===== src/rtl/music_playback_ctrl_pkg.sv =====
// Shared types and constants for the song-memory playback scheduler.
// Latency: n/a (declarations only).
// Backpressure: n/a.
package music_playback_ctrl_pkg;

  // Note word width of the attached song memories.
  localparam int MEM_DATA_WIDTH = 10;

  typedef enum logic [2:0] {
    ST_IDLE  = 3'd0,
    ST_START = 3'd1,
    ST_ARM   = 3'd2,
    ST_PLAY  = 3'd3,
    ST_PAUSE = 3'd4,
    ST_DONE  = 3'd5
  } state_t;

  typedef enum logic [1:0] {
    LOOP_NONE = 2'b00,
    LOOP_ONE  = 2'b01,
    LOOP_ALL  = 2'b10,
    LOOP_RSVD = 2'b11
  } loop_t;

  typedef enum logic [2:0] {
    REQ_NONE  = 3'd0,
    REQ_STOP  = 3'd1,
    REQ_NEXT  = 3'd2,
    REQ_PREV  = 3'd3,
    REQ_PAUSE = 3'd4,
    REQ_PLAY  = 3'd5
  } req_t;

  // Collapse simultaneous requests to the single winner: stop > next > prev > pause > play.
  function automatic req_t prio_req(input logic stop, input logic next, input logic prev,
                                    input logic pause, input logic play);
    req_t r;
    if (stop)       r = REQ_STOP;
    else if (next)  r = REQ_NEXT;
    else if (prev)  r = REQ_PREV;
    else if (pause) r = REQ_PAUSE;
    else if (play)  r = REQ_PLAY;
    else            r = REQ_NONE;
    return r;
  endfunction

endpackage


===== src/rtl/music_playback_ctrl_elapsed_timer.sv =====
// Elapsed-play timer: tick prescaler plus saturating 8-bit seconds counter.
// Latency: elapsed_sec updates on the edge that wraps the prescaler.
// Backpressure: none; en freezes the count, clr restarts it.
module music_playback_ctrl_elapsed_timer #(
  parameter int TICKS_PER_SEC = 100000000
) (
  input  logic       clk,
  input  logic       rst_n,
  input  logic       clr,
  input  logic       en,
  output logic [7:0] elapsed_sec
);

  localparam int TW = (TICKS_PER_SEC > 1) ? $clog2(TICKS_PER_SEC) : 1;

  logic [TW-1:0] tick;

  // Count clk cycles while enabled; each prescaler wrap adds one second, stopping at 255.
  always_ff @(posedge clk) begin
    if (!rst_n || clr) begin
      tick        <= '0;
      elapsed_sec <= '0;
    end else if (en) begin
      if (tick == TW'(TICKS_PER_SEC - 1)) begin
        tick <= '0;
        if (elapsed_sec != 8'hFF) elapsed_sec <= elapsed_sec + 8'd1;
      end else begin
        tick <= tick + 1'b1;
      end
    end
  end

endmodule


===== src/rtl/music_playback_ctrl.sv =====
// Playback scheduler: selects a song memory, sequences read_en/read_rst, muxes its notes out.
// Latency: play to first valid note is 3 cycles when the memory is already ready.
// Backpressure: none; single-cycle requests are acted on or dropped, all outputs registered.
module music_playback_ctrl
  import music_playback_ctrl_pkg::*;
#(
  parameter int NUM_SONGS     = 4,
  parameter int SEL_W         = 2,
  parameter int DATA_W        = MEM_DATA_WIDTH,
  parameter int ARM_TIMEOUT   = 16,
  parameter int TICKS_PER_SEC = 100000000
) (
  input  logic                        clk,
  input  logic                        rst_n,
  input  logic                        play,
  input  logic                        pause,
  input  logic                        stop,
  input  logic                        next,
  input  logic                        prev,
  input  logic [1:0]                  loop_mode,
  input  logic [NUM_SONGS-1:0]        mem_ready,
  input  logic [NUM_SONGS*DATA_W-1:0] mem_data,
  output logic [NUM_SONGS-1:0]        mem_read_en,
  output logic [NUM_SONGS-1:0]        mem_read_rst,
  output logic [SEL_W-1:0]            song_sel,
  output logic [DATA_W-1:0]           note_out,
  output logic                        note_valid,
  output logic [2:0]                  state_o,
  output logic                        song_done,
  output logic [7:0]                  elapsed_sec
);

  localparam int ARM_W = $clog2(ARM_TIMEOUT + 1);

  state_t               state;
  req_t                 req;
  loop_t                loop;
  logic [ARM_W-1:0]     arm_cnt;
  logic [SEL_W-1:0]     sel_next;
  logic [SEL_W-1:0]     sel_prev;
  logic [NUM_SONGS-1:0] sel_onehot;
  logic [DATA_W-1:0]    sel_data;
  logic                 sel_ready;

  function automatic logic [NUM_SONGS-1:0] onehot(input logic [SEL_W-1:0] idx);
    logic [NUM_SONGS-1:0] v;
    v      = '0;
    v[idx] = 1'b1;
    return v;
  endfunction

  // Winning request, neighbour indices with wrap, and the selected memory's port.
  always_comb begin
    req        = prio_req(stop, next, prev, pause, play);
    loop       = loop_t'(loop_mode);
    sel_next   = (song_sel == SEL_W'(NUM_SONGS - 1)) ? '0 : song_sel + 1'b1;
    sel_prev   = (song_sel == '0) ? SEL_W'(NUM_SONGS - 1) : song_sel - 1'b1;
    sel_onehot = onehot(song_sel);
    sel_data   = mem_data[song_sel*DATA_W +: DATA_W];
    sel_ready  = mem_ready[song_sel];
  end

  // Playback FSM with registered memory handshakes and note stream.
  always_ff @(posedge clk) begin
    if (!rst_n) begin
      state        <= ST_IDLE;
      song_sel     <= '0;
      mem_read_en  <= '0;
      mem_read_rst <= '0;
      note_out     <= '0;
      note_valid   <= 1'b0;
      song_done    <= 1'b0;
      arm_cnt      <= '0;
    end else begin
      mem_read_rst <= '0;
      song_done    <= 1'b0;
      case (state)
        ST_IDLE: begin
          mem_read_en <= '0;
          note_valid  <= 1'b0;
          case (req)
            REQ_NEXT: song_sel <= sel_next;
            REQ_PREV: song_sel <= sel_prev;
            REQ_PLAY: begin
              state        <= ST_START;
              mem_read_rst <= sel_onehot;
            end
            default: ;
          endcase
        end

        // Normally one cycle. After next/prev the first START cycle carries the
        // rewind of the old song, so a second cycle rewinds the newly selected one.
        ST_START: begin
          arm_cnt <= '0;
          if (mem_read_rst == sel_onehot) begin
            state       <= ST_ARM;
            mem_read_en <= sel_onehot;
          end else begin
            mem_read_rst <= sel_onehot;
          end
        end

        ST_ARM: begin
          if (req == REQ_STOP) begin
            state        <= ST_IDLE;
            mem_read_en  <= '0;
            mem_read_rst <= sel_onehot;
          end else if (sel_ready) begin
            state      <= ST_PLAY;
            note_out   <= sel_data;
            note_valid <= 1'b1;
          end else if (arm_cnt == ARM_W'(ARM_TIMEOUT - 1)) begin
            // Memory never came ready: treat the song as empty.
            state       <= ST_DONE;
            mem_read_en <= '0;
            song_done   <= 1'b1;
          end else begin
            arm_cnt <= arm_cnt + 1'b1;
          end
        end

        ST_PLAY, ST_PAUSE: begin
          case (req)
            REQ_STOP: begin
              state        <= ST_IDLE;
              mem_read_en  <= '0;
              mem_read_rst <= sel_onehot;
              note_valid   <= 1'b0;
            end
            REQ_NEXT, REQ_PREV: begin
              state        <= ST_START;
              song_sel     <= (req == REQ_NEXT) ? sel_next : sel_prev;
              mem_read_en  <= '0;
              mem_read_rst <= sel_onehot;
              note_valid   <= 1'b0;
            end
            REQ_PAUSE: begin
              if (state == ST_PLAY) begin
                state       <= ST_PAUSE;
                mem_read_en <= '0;
                note_valid  <= 1'b0;
              end
            end
            REQ_PLAY: begin
              if (state == ST_PAUSE) begin
                // Resume without rewinding: the memory kept its pointer.
                state       <= ST_PLAY;
                mem_read_en <= sel_onehot;
              end else begin
                note_out   <= sel_data;
                note_valid <= sel_ready;
                if (!sel_ready) begin
                  state       <= ST_DONE;
                  mem_read_en <= '0;
                  song_done   <= 1'b1;
                end
              end
            end
            default: begin
              if (state == ST_PLAY) begin
                note_out   <= sel_data;
                note_valid <= sel_ready;
                if (!sel_ready) begin
                  state       <= ST_DONE;
                  mem_read_en <= '0;
                  song_done   <= 1'b1;
                end
              end
            end
          endcase
        end

        ST_DONE: begin
          mem_read_en <= '0;
          note_valid  <= 1'b0;
          case (loop)
            LOOP_ONE: begin
              state        <= ST_START;
              mem_read_rst <= sel_onehot;
            end
            LOOP_ALL: begin
              state        <= ST_START;
              song_sel     <= sel_next;
              mem_read_rst <= onehot(sel_next);
            end
            default: state <= ST_IDLE;
          endcase
        end

        default: begin
          state       <= ST_IDLE;
          mem_read_en <= '0;
          note_valid  <= 1'b0;
        end
      endcase
    end
  end

  assign state_o = state;

  music_playback_ctrl_elapsed_timer #(
    .TICKS_PER_SEC(TICKS_PER_SEC)
  ) u_timer (
    .clk        (clk),
    .rst_n      (rst_n),
    .clr        (state == ST_START),
    .en         (state == ST_PLAY),
    .elapsed_sec(elapsed_sec)
  );

endmodule


===== config.mk =====
export PLATFORM = sky130hd
export DESIGN_NAME = music_playback_ctrl
export DESIGN_NICKNAME = d
export VERILOG_FILES = /design/src/rtl/music_playback_ctrl_pkg.sv /design/src/rtl/music_playback_ctrl_elapsed_timer.sv /design/src/rtl/music_playback_ctrl.sv
export SDC_FILE = /design/constraint.sdc
export NUM_CORES = 1
export LEC_CHECK = 0
export ABC_AREA = 1
export CAP_MARGIN = 30
export CORE_MARGIN = 2
export CORE_UTILIZATION = 52
export DETAILED_ROUTE_END_ITERATION = 10
export PLACE_DENSITY = 0.81
export SYNTH_ARGS = -nofsm -noshare
export SYNTH_HDL_FRONTEND = slang
export SYNTH_HIERARCHICAL = 1
export SYNTH_SLANG_ARGS = --single-unit
export TNS_END_PERCENT = 5

===== constraint.sdc =====
create_clock -name clk -period 2.35 [get_ports clk]
set_input_delay 0.235 -clock clk [delete_from_list [all_inputs] [get_ports clk]]
set_output_delay 0.235 -clock clk [all_outputs]
set_load 0.05 [all_outputs]

# Yosys cells after proc, flatten, opt, wreduce, memory -nomap -nowiden
# Cells that the tools add are included.
[classes] multipliers=1 shift=1 bitwise=1 mux=72 n_div=0 addsub=5 n_eq_ne=35 magnitude_cmp=4 n_reduce_logical=21
[ops] operator="two-way mux 4 bit" n=12
[ops] operator="two-way mux 3 bit" n=14
[ops] operator="two-way mux 10 bit" n=4
[ops] operator="one-hot mux 10 bit (2 select lines)" n=2
[ops] operator="indexed part select 40 x 7 -> 10 bit" n=1
[ops] operator="adder 27 x 1 -> 27 bit, second input constant" n=1
[ops] operator="equality test 27 bit, second input constant" n=1
[ops] operator="two-way mux 27 bit" n=1
[ops] operator="one-hot mux 4 bit (3 select lines)" n=2
[ops] operator="one-hot mux 4 bit (5 select lines)" n=1
[ops] operator="inequality test 2 bit, second input constant" n=9
[ops] operator="two-way mux 1 bit" n=15
[ops] operator="two-way mux 5 bit" n=3
[ops] operator="one-hot mux 3 bit (5 select lines)" n=1
[ops] operator="equality test 3 x 2 -> 1 bit, second input constant" n=4
[ops] operator="equality test 3 bit, second input constant" n=4
[ops] operator="inequality test 3 bit, second input constant" n=4
[ops] operator="one-hot mux 3 bit (4 select lines)" n=1
[ops] operator="AND reduction 6 bit" n=2
[ops] operator="two-way mux 2 bit" n=5
[ops] operator="one-hot mux 5 bit (2 select lines)" n=1
[ops] operator="AND reduction 5 bit" n=2
[ops] operator="adder 8 x 1 -> 8 bit, second input constant" n=1
[ops] operator="inequality test 8 bit, second input constant" n=1
[ops] operator="other kinds (35)" n=48
[totals] ff_bits=65 in_bits=53 memories=0 out_inout_bits=33 mem_bits_ro=0 ram_bits=0 word_cells=150 latch_bits=0

# Depth between registers and ports, before layout
# Gate-level depths: netlist of the first run.
[logic_depth] ltp_word=9 ltp_mapped=13 ltp_nobuf=13

# Cells and area by module
# Netlist of the first run, hierarchy kept.
[modules_own_cells] mod="music_playback_ctrl" area_per_inst_um2=2117.0 cells_per_inst=343 n_inst=1
[modules_own_cells] mod="music_playback_ctrl_elapsed_timer" area_per_inst_um2=2016.9 cells_per_inst=295 n_inst=1

# Least setup slack after synthesis of the first run
# No wires, ideal clock.
[synth_timing] kind="register to register" startpoint="register song_sel[0]" endpoint="register mem_read_en[0]" path_stages_with_launch=11 t_arrival_ns=2.156 period_less_slack_ns=2.276 setup_slack_ns=0.074 cell_sequence="dfxtp_1 inv_2 clkbuf_1 ha_1 xor2_1 nor2_1 nand2_1 nand2_1 nand3b_2 a21oi_1 a21oi_1"
[synth_between] elab_chain_cells=7 elab_cells_between_ends=17
[synth_rtl] item="start, declared" line_no="music_playback_ctrl.sv:25" source="output logic [SEL_W-1:0] song_sel,"
[synth_rtl] item="start signal, assigned" line_no="music_playback_ctrl.sv:82" source="REQ_NEXT: song_sel <= sel_next;"
[synth_rtl] item="start signal, assigned" line_no="music_playback_ctrl.sv:83" source="REQ_PREV: song_sel <= sel_prev;"
[synth_rtl] item="start signal, assigned" line_no="music_playback_ctrl.sv:133" source="song_sel <= (req == REQ_NEXT) ? sel_next : sel_prev;"
[synth_rtl] item="less-than comparator 2 x 3 -> 1 bit (not written as such) / >= comparator 2 x 1 -> 1 bit (equally long branches)" line_no="music_playback_ctrl.sv:48" source="v[idx] = 1'b1;"
[synth_rtl] item="logical AND 1 bit (not written as such)" line_no="music_playback_ctrl.sv:48"
[synth_rtl] item="two-way mux 1 bit (not written as such)" line_no="music_playback_ctrl.sv:48"
[synth_rtl] item="demux 1 bit (select 2 bit)" line_no="music_playback_ctrl.sv:48"
[synth_rtl] item="equality test 4 bit / two-way mux 4 bit (equally long branches)" line_no="music_playback_ctrl.sv:96, music_playback_ctrl.sv:146"
[synth_rtl] item="inequality test 2 bit (no source line) / one-hot mux 4 bit (3 select lines) (equally long branches)"
[synth_rtl] item="AND reduction 5 bit (no source line) / one-hot mux 4 bit (3 select lines) (equally long branches)"
[synth_rtl] item="end signal, assigned" line_no="music_playback_ctrl.sv:98" source="mem_read_en <= sel_onehot;"
[synth_rtl] item="end signal, assigned" line_no="music_playback_ctrl.sv:149" source="mem_read_en <= sel_onehot;"
[synth_rtl] item="end, declared" line_no="music_playback_ctrl.sv:23" source="output logic [NUM_SONGS-1:0] mem_read_en,"
# Several ways; a longest one is shown, not always the timed one. The select of a mux whose other input is x is not followed.
# A chain may end at the register's enable or synchronous reset.

# Worst setup path in the final report of the first run
[layout_timing] startpoint="register song_sel[0]" endpoint="output song_sel[0]"
# No word-level cell between the ends.

==> results of run 1 <==
==> metrics by stage <==
step	setup slack, ns	utilization
6_report	0.117	0.691
5_1_grt	0.0575	0.691
2_1_floorplan	0.0740	-
3_5_place_dp	0.248	0.659
4_1_cts	0.135	0.691
3_3_place_gp	0.356	0.659
==> worst max-delay path, cell delays in order, from the launching register on <==
cell and delay (ns):
sky130_fd_sc_hd__dfxtp_1 0.53, sky130_fd_sc_hd__buf_4 0.30, sky130_fd_sc_hd__clkdlybuf4s50_1 0.83
==> cells in the mapped netlist, types with 7 or more instances <==
cell | count | share of area
sky130_fd_sc_hd__nand2_1 | 136 | 0.12
sky130_fd_sc_hd__nor2_1 | 103 | 0.094
sky130_fd_sc_hd__inv_1 | 86 | 0.078
sky130_fd_sc_hd__dfxtp_1 | 65 | 0.31
sky130_fd_sc_hd__o21ai_0 | 43 | 0.052
sky130_fd_sc_hd__a21oi_1 | 33 | 0.040
sky130_fd_sc_hd__nand3_1 | 26 | 0.031
sky130_fd_sc_hd__nand4_1 | 17 | 0.026
sky130_fd_sc_hd__o22ai_1 | 14 | 0.021
sky130_fd_sc_hd__o21ai_1 | 12 | 0.015
sky130_fd_sc_hd__nor3_1 | 11 | 0.013
sky130_fd_sc_hd__ha_1 | 10 | 0.030
sky130_fd_sc_hd__nor2_4 | 9 | 0.025
sky130_fd_sc_hd__clkbuf_1 | 8 | 0.0073
sky130_fd_sc_hd__xor2_1 | 8 | 0.017
sky130_fd_sc_hd__inv_2 | 7 | 0.0064
==> kinds of logic after synthesis <==
group / share of synthesized area
simple gates: 0.381
compound gates: 0.146
buf+inv: 0.104
flops: 0.315
xor+xnor: 0.0212
fa+ha+maj: 0.0303
mux: 0.00242
==> layer usage <==
| layer | vias to the layer above | global-route usage | wire [µm] |
|---|---|---|---|
| met2 | 155 | 0.487 | 5740 |
| met4 | 0 | 0.100 | 263 |
| li1 | 2249 | - | - |
| met3 | 30 | 0.0669 | 532 |
| met5 | - | 0 | 0 |
| met1 | 2033 | 0.309 | 4620 |
==> worst max path at each step <==
stage                start             end  slack, ns  depth (start not counted)
6_report       song_sel[0]     song_sel[0]       0.12                          2
3_3_place_gp   song_sel[0]  mem_read_en[3]       0.36                          9
4_1_cts        song_sel[0]     song_sel[0]       0.13                          2
3_5_place_dp          stop     note_out[7]       0.25                          7
2_1_floorplan  song_sel[0]  mem_read_en[0]       0.07                         10
5_1_grt        song_sel[0]     song_sel[0]       0.06                          2
==> power breakdown <==
part | internal, mW | leakage, nW | switching [mW]
clock | 0.766 | 0.127 | 0.431
sequential | 1.15 | 0.524 | 0.0438
combinational | 0.369 | 1.46 | 0.697
total | 2.28 | 2.11 | 1.17
==> flip-flops by register name, indices dropped and copies added (netlist names) <==
register	flops
mem_read_rst	4
u_timer/tick	27
arm_cnt	5
note_valid	1
note_out	10
state_o	3
song_done	1
u_timer/elapsed_sec	8
song_sel	2
mem_read_en	4
==> cell type report <==
| class | instances | share of cell area |
|---|---|---|
| well taps | 102 | 0.0239 |
| clock inverters | 4 | 0.0185 |
| flip-flops and latches | 65 | 0.244 |
| clock buffers | 12 | 0.0290 |
| repair buffers | 90 | 0.166 |
| multi-input cells | 466 | 0.449 |
| inverters | 96 | 0.0693 |
==> metrics.txt, run 1 <==
status=complete, no violations; number of max-slew violations in the final report=0; total grt overflow=0; worst hold slack=0.444 ns; CTS Hold Bufs=0; area used by multi-input combinational logic=2400 µm²; clock tree from TritonCTS=built; syn nets=701; Max Clock Skew=0.0101 ns; largest net degree at the start of global routing=22; commonest cells after routing, fill and taps aside=sky130_fd_sc_hd__nand2_1, sky130_fd_sc_hd__nor2_1, sky130_fd_sc_hd__inv_1; cell leakage power=2.11 nW; data arrival time of the critical path=2.00 ns; GP Congestion=roughly 0.95; average size of a mapped cell=6.48 µm²; required time of the critical path=2.12 ns; global-route wire length before repair=19200 µm; sequential fraction of the synthesis area=0.315; number of clock sinks seen by CTS=65; highest net fanout along the worst path=21; Pre-antenna DRT Iters=5; post-detailed-placement half-perimeter wirelength=8440 µm; Total Power=between 3 and 4 mW; crit path capture type=output port; startpoint of the tightest hold check path=note_out[4]; Die Width=93.2 µm; class of the worst hold path=register to register; starting density of the core=0.535; Placeable Area=~7700 µm²; Sequential Area=roughly 1300 µm²; initial drt markers=195; critical path start-end classification=register to output port; pwr dens=647 nW/µm²; most frequent standard cell in the layout excluding fill and tap cells=sky130_fd_sc_hd__nand2_1; maximum clock frequency=448 MHz; root buffer cell=sky130_fd_sc_hd__clkbuf_8; # Max-Cap Violations=0; register bit total from synthesis=65; R2R Path End=mem_read_en[3]; startpoint of the worst register-to-register path=song_sel[0]; detailed-route via count=4467; global-route total usage across every layer=0.271; setup TNS=0 ns; Area growth, synth to finish=29.2%; final setup fails=0; count of unique library cells instantiated by Yosys=41; YS warnings=6; number of post-CTS setup repair buffers=0; number of cells produced by synthesis=between 600 and 700; Skew-Pair Late Insertion Delay=0.34 ns; transition time of the tightest slew-check pin=0.774 ns; die height=93.2 µm; EDFF count, synth=0; total cell area at the placement stage=5090 µm²; initial antenna violation count=0; Max Root-Sink Buffers=2; Post-Layout Inst Area=5340 µm²; total I/O pin count=86; full die area=8680 µm²; unrepaired setup endpoints after global routing=false; Post-synth top flop=sky130_fd_sc_hd__dfxtp_1; cell depth of the worst min-delay path=2; number of buffers created by CTS=9; total detailed-routing wirelength=11200 µm; type of origin of the critical path=register; number of cells on the worst reg-to-reg path=9; Final Cycle Share=0.950; Cell Area, Synth=4130 µm²; fin nets=slightly below 800; Period minus WS final=around 2.2 ns; number of gates given a new drive strength after cts=0; clock slew at reported path FFs=0.07 ns; post-DR vias/cell=5.35; worst setup slack for register-to-register paths=0.25 ns; port buffer count=85; final count of hold timing violations=0; post-route ant nets=0; worst supply voltage drop on vdd=0.000591 V; Final Non-Filler Cells=roughly 840; Ant. Diodes=0; Max H-tree Level=3; instance count after placement with tap cells included=819; end point of the most critical hold path=note_out[4]; fraction of synthesis flops using an asynchronous set or reset pin=0; fill cell count=639; drc violations=0; relative slew slack=0.484; wire length per cell after detailed routing=13.4 µm; # rows=32; layout cells sized above 1=0.0900; number of global-route vias before repair=4400
Power figures use the tool's default switching activity.
==> inputs of run 2 (changes only) <==
Settings changed: CAP_MARGIN 30 to 5.
==> results of run 2 <==
Final layout, timing and power as in run 1 (identical DEF).
